==> config.mk <==
export PLATFORM = sky130hd
export DESIGN_NAME = alu_fifo_sequencer_flat
export DESIGN_NICKNAME = d
export VERILOG_FILES = /design/src/rtl/alu_fifo_sequencer_pkg.sv /design/src/rtl/alu_fifo_sequencer_if.sv /design/src/rtl/alu_fifo_sequencer_watchdog.sv /design/src/rtl/alu_fifo_sequencer.sv /design/src/flat_wrapper.sv
export SDC_FILE = /design/constraint.sdc
export NUM_CORES = 1
export LEC_CHECK = 0
export ABC_CLOCK_PERIOD_IN_PS = 1900
export CELL_PAD_IN_SITES_DETAIL_PLACEMENT = 0
export CELL_PAD_IN_SITES_GLOBAL_PLACEMENT = 1
export CORE_MARGIN = 1.5
export CORE_UTILIZATION = 30
export DETAILED_ROUTE_END_ITERATION = 12
export GPL_TIMING_DRIVEN = 0
export PLACE_DENSITY_LB_ADDON = 0.08
export SETUP_SLACK_MARGIN = 0.02
export SYNTH_ARGS = -nofsm -noshare
export SYNTH_HDL_FRONTEND = slang
export SYNTH_SLANG_ARGS = --single-unit
export TNS_END_PERCENT = 50
==> constraint.sdc <==
create_clock -name i_clk -period 1.9 [get_ports i_clk]
set_input_delay 0.57 -clock i_clk [delete_from_list [all_inputs] [get_ports i_clk]]
set_output_delay 0.57 -clock i_clk [all_outputs]
set_load 0.02 [all_outputs]
==> src/rtl/alu_fifo_sequencer_pkg.sv <==
// ============================================================================
// Module      : alu_seq_pkg
// Description : Shared state encoding, default widths and the watchdog
//               counter-width helper for the ALU/FIFO sequencer.
// Revision    : 1.0 - initial release
// ============================================================================
`default_nettype none

package alu_seq_pkg;

  localparam int unsigned NB_DATA_DEF        = 8;
  localparam int unsigned NB_OP_DEF          = 6;
  localparam int unsigned TIMEOUT_CYCLES_DEF = 1000000;

  typedef logic [2:0] state_t;

  localparam state_t WAIT_A  = 3'd0;
  localparam state_t WAIT_B  = 3'd1;
  localparam state_t WAIT_OP = 3'd2;
  localparam state_t EXEC    = 3'd3;
  localparam state_t PUSH    = 3'd4;
  localparam state_t GAP     = 3'd5;

  // Counter only has to reach n-1, so clog2(n) bits suffice.
  function automatic int unsigned cnt_width(input int unsigned n);
    return (n > 1) ? $clog2(n) : 1;
  endfunction

endpackage

`default_nettype wire

==> src/rtl/alu_fifo_sequencer_if.sv <==
// ============================================================================
// Module      : alu_fifo_sequencer_if
// Description : Bundle of the RX FIFO, TX FIFO, ALU and status signals seen
//               by the sequencer (master) and its environment (slave).
// Revision    : 1.0 - initial release
// ============================================================================
`default_nettype none

interface alu_fifo_sequencer_if #(
  parameter int unsigned NB_DATA = alu_seq_pkg::NB_DATA_DEF,
  parameter int unsigned NB_OP   = alu_seq_pkg::NB_OP_DEF
);

  logic [NB_DATA-1:0] i_rx_data;
  logic               i_rx_empty;
  logic               o_rx_read;
  logic [NB_DATA-1:0] o_tx_data;
  logic               o_tx_write;
  logic               i_tx_full;
  logic [NB_DATA-1:0] o_alu_a;
  logic [NB_DATA-1:0] o_alu_b;
  logic [NB_OP-1:0]   o_alu_op;
  logic [NB_DATA-1:0] i_alu_result;
  logic               o_busy;
  logic               o_timeout;

  modport master (
    input  i_rx_data, i_rx_empty, i_tx_full, i_alu_result,
    output o_rx_read, o_tx_data, o_tx_write, o_alu_a, o_alu_b, o_alu_op,
           o_busy, o_timeout
  );

  modport slave (
    output i_rx_data, i_rx_empty, i_tx_full, i_alu_result,
    input  o_rx_read, o_tx_data, o_tx_write, o_alu_a, o_alu_b, o_alu_op,
           o_busy, o_timeout
  );

endinterface

`default_nettype wire

==> src/rtl/alu_fifo_sequencer_watchdog.sv <==
// ============================================================================
// Module      : alu_seq_watchdog
// Description : Operand-wait watchdog; flags expiry when the RX FIFO has been
//               empty for TIMEOUT_CYCLES-1 cycles of a running wait.
// Revision    : 1.0 - initial release
// ============================================================================
`default_nettype none

module alu_seq_watchdog
  import alu_seq_pkg::*;
#(
  parameter int unsigned TIMEOUT_CYCLES = TIMEOUT_CYCLES_DEF
) (
  input  wire logic i_clk,
  input  wire logic i_rst,
  input  wire logic i_run,
  input  wire logic i_clear,
  input  wire logic i_rx_empty,
  output logic      o_expire
);

  localparam int unsigned    c_cnt_w = cnt_width(TIMEOUT_CYCLES);
  localparam logic [c_cnt_w-1:0] c_last = c_cnt_w'(TIMEOUT_CYCLES - 1);

  logic [c_cnt_w-1:0] cnt_q;
  logic [c_cnt_w-1:0] cnt_d;

  always_comb begin
    cnt_d = cnt_q;
    if (i_clear) begin
      cnt_d = '0;
    end else if (i_run && (cnt_q != c_last)) begin
      cnt_d = cnt_q + 1'b1;
    end
  end

  always_ff @(posedge i_clk) begin
    if (i_rst) begin
      cnt_q <= '0;
    end else begin
      cnt_q <= cnt_d;
    end
  end

  assign o_expire = i_run & i_rx_empty & (cnt_q == c_last);

endmodule

`default_nettype wire

==> src/rtl/alu_fifo_sequencer.sv <==
// ============================================================================
// Module      : alu_fifo_sequencer
// Description : Pops A, B and opcode from the RX FIFO, runs them through the
//               ALU and pushes the result to the TX FIFO as a single strobe.
//               Optional operand-wait watchdog: define ALU_SEQ_TIMEOUT_EN.
// Revision    : 1.0 - initial release
// ============================================================================
`default_nettype none

module alu_fifo_sequencer
  import alu_seq_pkg::*;
#(
  parameter int unsigned NB_DATA        = NB_DATA_DEF,
  parameter int unsigned NB_OP          = NB_OP_DEF,
  parameter int unsigned TIMEOUT_CYCLES = TIMEOUT_CYCLES_DEF
) (
  input  wire logic             i_clk,
  input  wire logic             i_rst,
  alu_fifo_sequencer_if.master  bus
);

  state_t             state_q, state_d;
  logic [NB_DATA-1:0] a_q, a_d;
  logic [NB_DATA-1:0] b_q, b_d;
  logic [NB_OP-1:0]   op_q, op_d;
  logic [NB_DATA-1:0] res_q, res_d;
  logic               w_pop;
  logic               w_push;
  logic               w_expire;
  logic               w_waiting;

  assign w_waiting = (state_q == WAIT_B) || (state_q == WAIT_OP);

  always_comb begin
    state_d = state_q;
    a_d     = a_q;
    b_d     = b_q;
    op_d    = op_q;
    res_d   = res_q;
    w_pop   = 1'b0;
    w_push  = 1'b0;
    case (state_q)
      WAIT_A: begin
        if (!bus.i_rx_empty) begin
          w_pop   = 1'b1;
          a_d     = bus.i_rx_data;
          state_d = WAIT_B;
        end
      end
      WAIT_B: begin
        if (!bus.i_rx_empty) begin
          w_pop   = 1'b1;
          b_d     = bus.i_rx_data;
          state_d = WAIT_OP;
        end else if (w_expire) begin
          a_d     = '0;
          b_d     = '0;
          state_d = WAIT_A;
        end
      end
      WAIT_OP: begin
        if (!bus.i_rx_empty) begin
          w_pop   = 1'b1;
          op_d    = bus.i_rx_data[NB_OP-1:0];
          state_d = EXEC;
        end else if (w_expire) begin
          a_d     = '0;
          b_d     = '0;
          state_d = WAIT_A;
        end
      end
      EXEC: begin
        res_d   = bus.i_alu_result;
        state_d = PUSH;
      end
      PUSH: begin
        if (!bus.i_tx_full) begin
          w_push  = 1'b1;
          state_d = GAP;
        end
      end
      GAP:     state_d = WAIT_A;
      default: state_d = WAIT_A;
    endcase
  end

  always_ff @(posedge i_clk) begin
    if (i_rst) begin
      state_q <= WAIT_A;
      a_q     <= '0;
      b_q     <= '0;
      op_q    <= '0;
      res_q   <= '0;
    end else begin
      state_q <= state_d;
      a_q     <= a_d;
      b_q     <= b_d;
      op_q    <= op_d;
      res_q   <= res_d;
    end
  end

`ifdef ALU_SEQ_TIMEOUT_EN
  logic timeout_q;

  alu_seq_watchdog #(
    .TIMEOUT_CYCLES (TIMEOUT_CYCLES)
  ) u_watchdog (
    .i_clk      (i_clk),
    .i_rst      (i_rst),
    .i_run      (w_waiting),
    .i_clear    (w_pop | ~w_waiting),
    .i_rx_empty (bus.i_rx_empty),
    .o_expire   (w_expire)
  );

  // Pulse lands in the first WAIT_A cycle after the abort.
  always_ff @(posedge i_clk) begin
    if (i_rst) begin
      timeout_q <= 1'b0;
    end else begin
      timeout_q <= w_expire;
    end
  end

  assign bus.o_timeout = timeout_q;
`else
  logic unused_timeout_cfg;

  assign unused_timeout_cfg = ^{TIMEOUT_CYCLES, w_waiting};
  assign w_expire           = 1'b0;
  assign bus.o_timeout      = 1'b0;
`endif

  // Strobes are forced low for the whole reset cycle, not just after the edge.
  assign bus.o_rx_read  = w_pop & ~i_rst;
  assign bus.o_tx_write = w_push & ~i_rst;
  assign bus.o_tx_data  = res_q;
  assign bus.o_alu_a    = a_q;
  assign bus.o_alu_b    = b_q;
  assign bus.o_alu_op   = op_q;
  assign bus.o_busy     = (state_q != WAIT_A);

endmodule

`default_nettype wire

==> src/flat_wrapper.sv <==
// flat-port wrapper written by rule: the top's interface ports become plain ports
module alu_fifo_sequencer_flat import alu_seq_pkg::*;
#(
  parameter int unsigned NB_DATA        = NB_DATA_DEF,
  parameter int unsigned NB_OP          = NB_OP_DEF,
  parameter int unsigned TIMEOUT_CYCLES = TIMEOUT_CYCLES_DEF
)
  (i_clk, i_rst, bus_i_rx_data, bus_i_rx_empty, bus_i_tx_full, bus_i_alu_result, bus_o_rx_read, bus_o_tx_data, bus_o_tx_write, bus_o_alu_a, bus_o_alu_b, bus_o_alu_op, bus_o_busy, bus_o_timeout);
  alu_fifo_sequencer_if #(.NB_DATA(NB_DATA), .NB_OP(NB_OP)) bus_i ();
  input  wire logic i_clk;
  input  wire logic i_rst;
  input wire logic [$bits(bus_i.i_rx_data)-1:0] bus_i_rx_data;
  input wire logic [$bits(bus_i.i_rx_empty)-1:0] bus_i_rx_empty;
  input wire logic [$bits(bus_i.i_tx_full)-1:0] bus_i_tx_full;
  input wire logic [$bits(bus_i.i_alu_result)-1:0] bus_i_alu_result;
  output wire logic [$bits(bus_i.o_rx_read)-1:0] bus_o_rx_read;
  output wire logic [$bits(bus_i.o_tx_data)-1:0] bus_o_tx_data;
  output wire logic [$bits(bus_i.o_tx_write)-1:0] bus_o_tx_write;
  output wire logic [$bits(bus_i.o_alu_a)-1:0] bus_o_alu_a;
  output wire logic [$bits(bus_i.o_alu_b)-1:0] bus_o_alu_b;
  output wire logic [$bits(bus_i.o_alu_op)-1:0] bus_o_alu_op;
  output wire logic [$bits(bus_i.o_busy)-1:0] bus_o_busy;
  output wire logic [$bits(bus_i.o_timeout)-1:0] bus_o_timeout;
  assign bus_i.i_rx_data = bus_i_rx_data;
  assign bus_i.i_rx_empty = bus_i_rx_empty;
  assign bus_i.i_tx_full = bus_i_tx_full;
  assign bus_i.i_alu_result = bus_i_alu_result;
  assign bus_o_rx_read = bus_i.o_rx_read;
  assign bus_o_tx_data = bus_i.o_tx_data;
  assign bus_o_tx_write = bus_i.o_tx_write;
  assign bus_o_alu_a = bus_i.o_alu_a;
  assign bus_o_alu_b = bus_i.o_alu_b;
  assign bus_o_alu_op = bus_i.o_alu_op;
  assign bus_o_busy = bus_i.o_busy;
  assign bus_o_timeout = bus_i.o_timeout;
  alu_fifo_sequencer #(.NB_DATA(NB_DATA), .NB_OP(NB_OP), .TIMEOUT_CYCLES(TIMEOUT_CYCLES)) u_core (.i_clk(i_clk), .i_rst(i_rst), .bus(bus_i));
endmodule
* Yosys cells after proc, flatten, opt, wreduce, memory -nomap -nowiden
Cells that the tools add are included.
** Word-level totals
- Bits in registers :: 33
- Output and inout bits :: 34
** Operators by class
- Bitwise logic cells :: 4
- Muxes and demuxes :: 9
- Reductions and logical operators :: 7
- Equal/unequal tests :: 8
** Operators by type and width (number)
- case mux 3 bit (5 select lines) :: 1
- two-way mux 3 bit :: 4
- inequality test 2 bit (second input constant) :: 4
- == test 3 x 2 -> 1 bit (second input constant) :: 2
- AND reduction 2 bit :: 3
- two-way mux 1 bit :: 4
- AND reduction 4 bit :: 1
- == test 3 x 1 -> 1 bit (second input constant) :: 1
- == test 3 bit (second input constant) :: 1
- zero test 3 bit :: 1
- nonzero test 3 bit :: 1
- OR reduction 3 bit :: 1
- bitwise AND 1 bit :: 2
- inverter 1 bit :: 2

* Longest topological paths before layout
- Word-level depth :: 4
- Depth in mapped cells :: 5
- Depth with buffers taken out :: 3

* Worst setup path after synthesis
OpenSTA, ideal clock, no wires.
- Kind :: input to output
- Start point :: input port bus_i_rx_empty
- End point :: output port bus_o_rx_read
- Data required time :: 1330 ps
- Stages :: 2
- Path buffers :: 1
- Path slack :: -540 ps
- Arrival time :: 1870 ps
- Cell sequence :: buf_2 a2111oi_0
** On the way
- Longest elaborated chain between the ends :: 3
** Ends and longest elaborated chain
- start, declared :: RTL line flat_wrapper.sv:13 : input wire logic [$bits(bus_i.i_rx_empty)-1:0] bus_i_rx_empty;
- two-way mux 1 bit :: RTL line alu_fifo_sequencer.sv:44, alu_fifo_sequencer.sv:51, alu_fifo_sequencer.sv:62
- two-way mux 1 bit
- bitwise AND 1 bit :: RTL line alu_fifo_sequencer.sv:136 : assign bus.o_rx_read = w_pop & ~i_rst;
- end, declared :: RTL line flat_wrapper.sv:16 : output wire logic [$bits(bus_i.o_rx_read)-1:0] bus_o_rx_read;
No other way between the ends.

* Final worst setup path
- Start point :: input port bus_i_tx_full
- End point :: output port bus_o_tx_write
** On the way
- Longest elaborated chain between the ends :: 3
** Ends and longest elaborated chain
- start, declared :: RTL line flat_wrapper.sv:14 : input wire logic [$bits(bus_i.i_tx_full)-1:0] bus_i_tx_full;
- two-way mux 1 bit :: RTL line alu_fifo_sequencer.sv:77 : if (!bus.i_tx_full) begin
- two-way mux 1 bit :: RTL line alu_fifo_sequencer.sv:42 : case (state_q)
- bitwise AND 1 bit :: RTL line alu_fifo_sequencer.sv:137 : assign bus.o_tx_write = w_push & ~i_rst;
- end, declared :: RTL line flat_wrapper.sv:18 : output wire logic [$bits(bus_i.o_tx_write)-1:0] bus_o_tx_write;
No other way between the ends.

==> results.txt <==
----------------------------------------------------
[Place]
  Worst Setup Slack post-DPL ... -0.860 ns
  Routability Congestion ... 0.670
  Placed cell count ... 232
  Number of port buffers ... 50
  Half-perimeter wire length of the detailed placement result ... 2230 um

[Setup path]
  Type of element launching the critical path ... input pin
  CP Cell Sequence ... buf_6 -> or4b_4 -> nor2_4 -> buf_6
  Register-to-Register Setup Slack ... 0.24 ns
  Crit Reg-Reg Endpoint ... u_core.bus.o_alu_a[7]
  Highest net fanout along the worst path ... 2
  Critical Path Max Stage Delay ... 0.55 ns
  Most common cell on crit path ... buf_6
  Path depth of the worst reg2reg path ... 4
  Crit path arrival time ... 1.42 ns
  Launch instance of the worst register-to-register path ... u_core.state_q[0]
  Cell family contributing the most delay on the critical path ... simple AND/OR/NAND/NOR gates
  Critical Setup Path Class ... in -> out
  Required @ worst endpoint ... 1.33 ns
  CP max-delay cell ... or4b_4
  Total buffers and inverters traversed by the critical path ... 2
  Critical Path Sink Type ... output port

[Die]
  Die width ... 68.8 um
  Placeable Area ... 4090 um^2
  Die outline height ... 68.8 um
  Standard-cell rows ... 23
  Initial Util ... 0.318
  DIE AREA ... 4730 um^2
  I/O Pins ... 54

[Layout]
  Number of diodes added for antenna fixing ... 0
  Layout area overhead ... 53.1%
  Layout Cells excl Fill ... 243
  Filler cell count in the final layout ... 405
  Most frequent cells in the layout ... 46 x clkdlybuf4s50_1, 30 x dfxtp_1, 25 x nor2_1, 23 x mux2i_1, 17 x nand2_1
  Fraction of layout cells with a size suffix above 1 ... 0.155
  # nets final ... 212
  Most frequent standard cell in the layout excluding fill and tap cells ... clkdlybuf4s50_1
  Utilization of the core after routing ... 0.486

[Pwr]
  Internal power ... 1100 uW
  Net Sw Power ... 395 uW
  Pwr/cell area ... 754 nW/um^2
  P_leak ... 0.000786 uW
  Switching share of total power ... 0.264
  Combinational share of power ... 0.168
  PnR Total Power ... 1500 uW
  Power share of the clock group ... 0.339
  Share of total power in sequential cells ... 0.492
  Max IR drop VDD ... 470 uV

[Timing]
  Final Hold Vio Count ... 0
  Maximum achievable frequency ... 503 MHz
  RSZ-0062 raised after global routing ... yes
  Finish-stage setup viols ... 1
  Number of max-slew violations in the final report ... 0
  Post-Route Skew ... 0.00254 ns
  Setup WS post-layout ... -0.0891 ns
  Share of the cycle needed by the critical path after routing ... 1.05
  Slew at the pin closest to its max-slew limit ... 0.821 ns
  Worst-case headroom to the max-slew limit ... 0.451
  Min Clock Period, post-route ... 1.99 ns

[Global routing]
  Global-route wire length before repair ... 5060 um
  Maximum number of pins on one net before global-route repair ... 12
  Overall overflow remaining after global route ... 0
  Number of global-route vias before repair ... 1050
  Antenna violations before repair ... 0
  Global-route usage over all layers ... 0.151

[Routing]
  Overall routed net length ... 3160 um
  Initial DRT Pass Iterations ... 4
  Initial detailed-routing violation count ... 40
  Total vias in the final route ... 1091
  Detailed-route wire length per cell ... 13.0 um
  Routed vias/inst ... 4.49
  Number of antenna-violating nets in the routed design ... 0
  Count of unresolved DRC violations after routing ... 0

[Clock network]
  Root cell of the clock tree ... clkbuf_8
  H-Tree Level Count ... 2
  Buffers from clock root to sink, at most ... 2
  Worst skew pair latency ... 0.28 ns
  CTS tree ... done
  Sinks on Clock Net ... 33
  Hold-fix buffers at CTS ... 0
  CTS Buf Count ... 5
  Clock slew at the register clock pins of the worst setup and hold paths ... 0.07 ns

[Synth]
  Flip-flop and latch count after synthesis ... 33
  Share of the yosys chip area belonging to registers ... 0.509
  Yosys warning total ... 0
  Yosys cell types ... 20
  Avg Cell Area, Syn ... 9.83 um^2
  Synth Cell Area ... 1300 um^2
  Synthesized Nets ... 152
  Post-Synthesis Cells ... 132

[Min path]
  Type of the tightest min-delay check ... reg -> reg
  Hold depth ... 2
  Hold_sp ... u_core.bus.o_alu_b[7]
  Hold endpoint ... u_core.bus.o_alu_b[7]

[Run status]
  Outcome ... finished, violations left
  Violated checks ... negative setup slack

[Run]
  Max cap viols ... 0

----------------------------------------------------
[power groups by stage]
stage / combinational (uW) / sequential [uW] / clock [uW]
global placement: 250 / 750 / 0
global route: 276 / 741 / 554
CTS: 255 / 738 / 525
finish: 252 / 737 / 508
detailed placement: 253 / 751 / 0
floorplan: 108 / 779 / 0
[cells by family (layout without fill, tap and decap cells)]
| group | after synthesis | after routing | synth area share |
|---|---|---|---|
| muxes | 23 | 23 | 0.177 |
| buffers and inverters | 11 | 72 | 0.0559 |
| DFF | 33 | 33 | 0.509 |
| and+or+nand+nor | 52 | 52 | 0.204 |
| AOI/OAI and AO/OA | 12 | 12 | 0.0502 |
| other | 1 | 1 | 0.00289 |
[worst reg2reg max path, cell delays in order (launching register included)]
cell and delay [ns]:
dfxtp_4 0.36, buf_4 0.17, nor4_4 0.68, mux2i_1 0.28
nor2_1 0.05
[Yosys cell counts, drive strengths merged]
master	count	area [um^2]
mux2i	23	230
or3	1	6.26
clkbuf	6	32.5
nor3	2	10.0
buf	5	40.0
or4b	2	20.0
nor2	26	97.6
nor4	1	21.3
a31oi	1	6.26
nand3b	1	7.51
dfxtp	33	661
nand2	17	63.8
a21oi	10	50.1
nor4b	2	38.8
conb	1	3.75
a2111oi	1	8.76
[timing repair]
item / CTS / global route
setup endpoints to repair: 3 / 2
gates cloned: 0 / 0
resized for setup: 25 / 4
setup buffers: 6 / 0
pin swaps: 2 / 2
[layer usage]
layer,up-vias,global-route usage,part of all wire
li1,556,-,-
met1,496,0.178,0.43
met2,34,0.252,0.48
met3,5,0.0584,0.071
met4,0,0.0515,0.014
met5,-,0,0
[flip-flops by register name, indices dropped and copies added (netlist names)]
name,count
u_core.bus.o_alu_a,8
u_core.bus.o_alu_op,6
u_core.bus.o_alu_b,8
u_core.state_q,3
u_core.bus.o_tx_data,8
[worst max-delay path by stage]
stage | start | endpoint | slack (ns) | cells past startpoint
6_report | bus_i_tx_full | bus_o_tx_write | -0.09 | 4
5_1_grt | bus_i_tx_full | bus_o_tx_write | -0.11 | 4
4_1_cts | u_core.state_q[0] | bus_o_tx_write | -0.12 | 3
3_5_place_dp | bus_i_tx_full | bus_o_tx_write | -0.86 | 4
3_3_place_gp | bus_i_tx_full | bus_o_tx_write | -0.88 | 4
2_1_floorplan | bus_i_rx_empty | bus_o_rx_read | -0.02 | 2
[final cells by class]
class / count / area (um^2) / share of cell area
well taps: 50 / 62.6 / 0.0315
flip-flops and latches: 33 / 669 / 0.337
repair buffers: 56 / 553 / 0.278
multi-input cells: 88 / 582 / 0.293
clock buffers: 6 / 72.6 / 0.0365
plain buffers: 8 / 37.5 / 0.0189
clock inverters: 2 / 10.0 / 0.00504
[per-stage QoR]
| stage | instance area (um^2) | TNS, ns | hold slack, ns |
|---|---|---|---|
| CTS | 1990 | -0.118 | 0.461 |
| floorplan | 1310 | -0.0236 | 0.535 |
| global placement | 1870 | -1.32 | 0.443 |
| finish | 1990 | -0.0891 | 0.456 |
| detailed placement | 1870 | -1.33 | 0.451 |
| global route | 1990 | -0.115 | 0.486 |
Power figures use the tool's default switching activity.
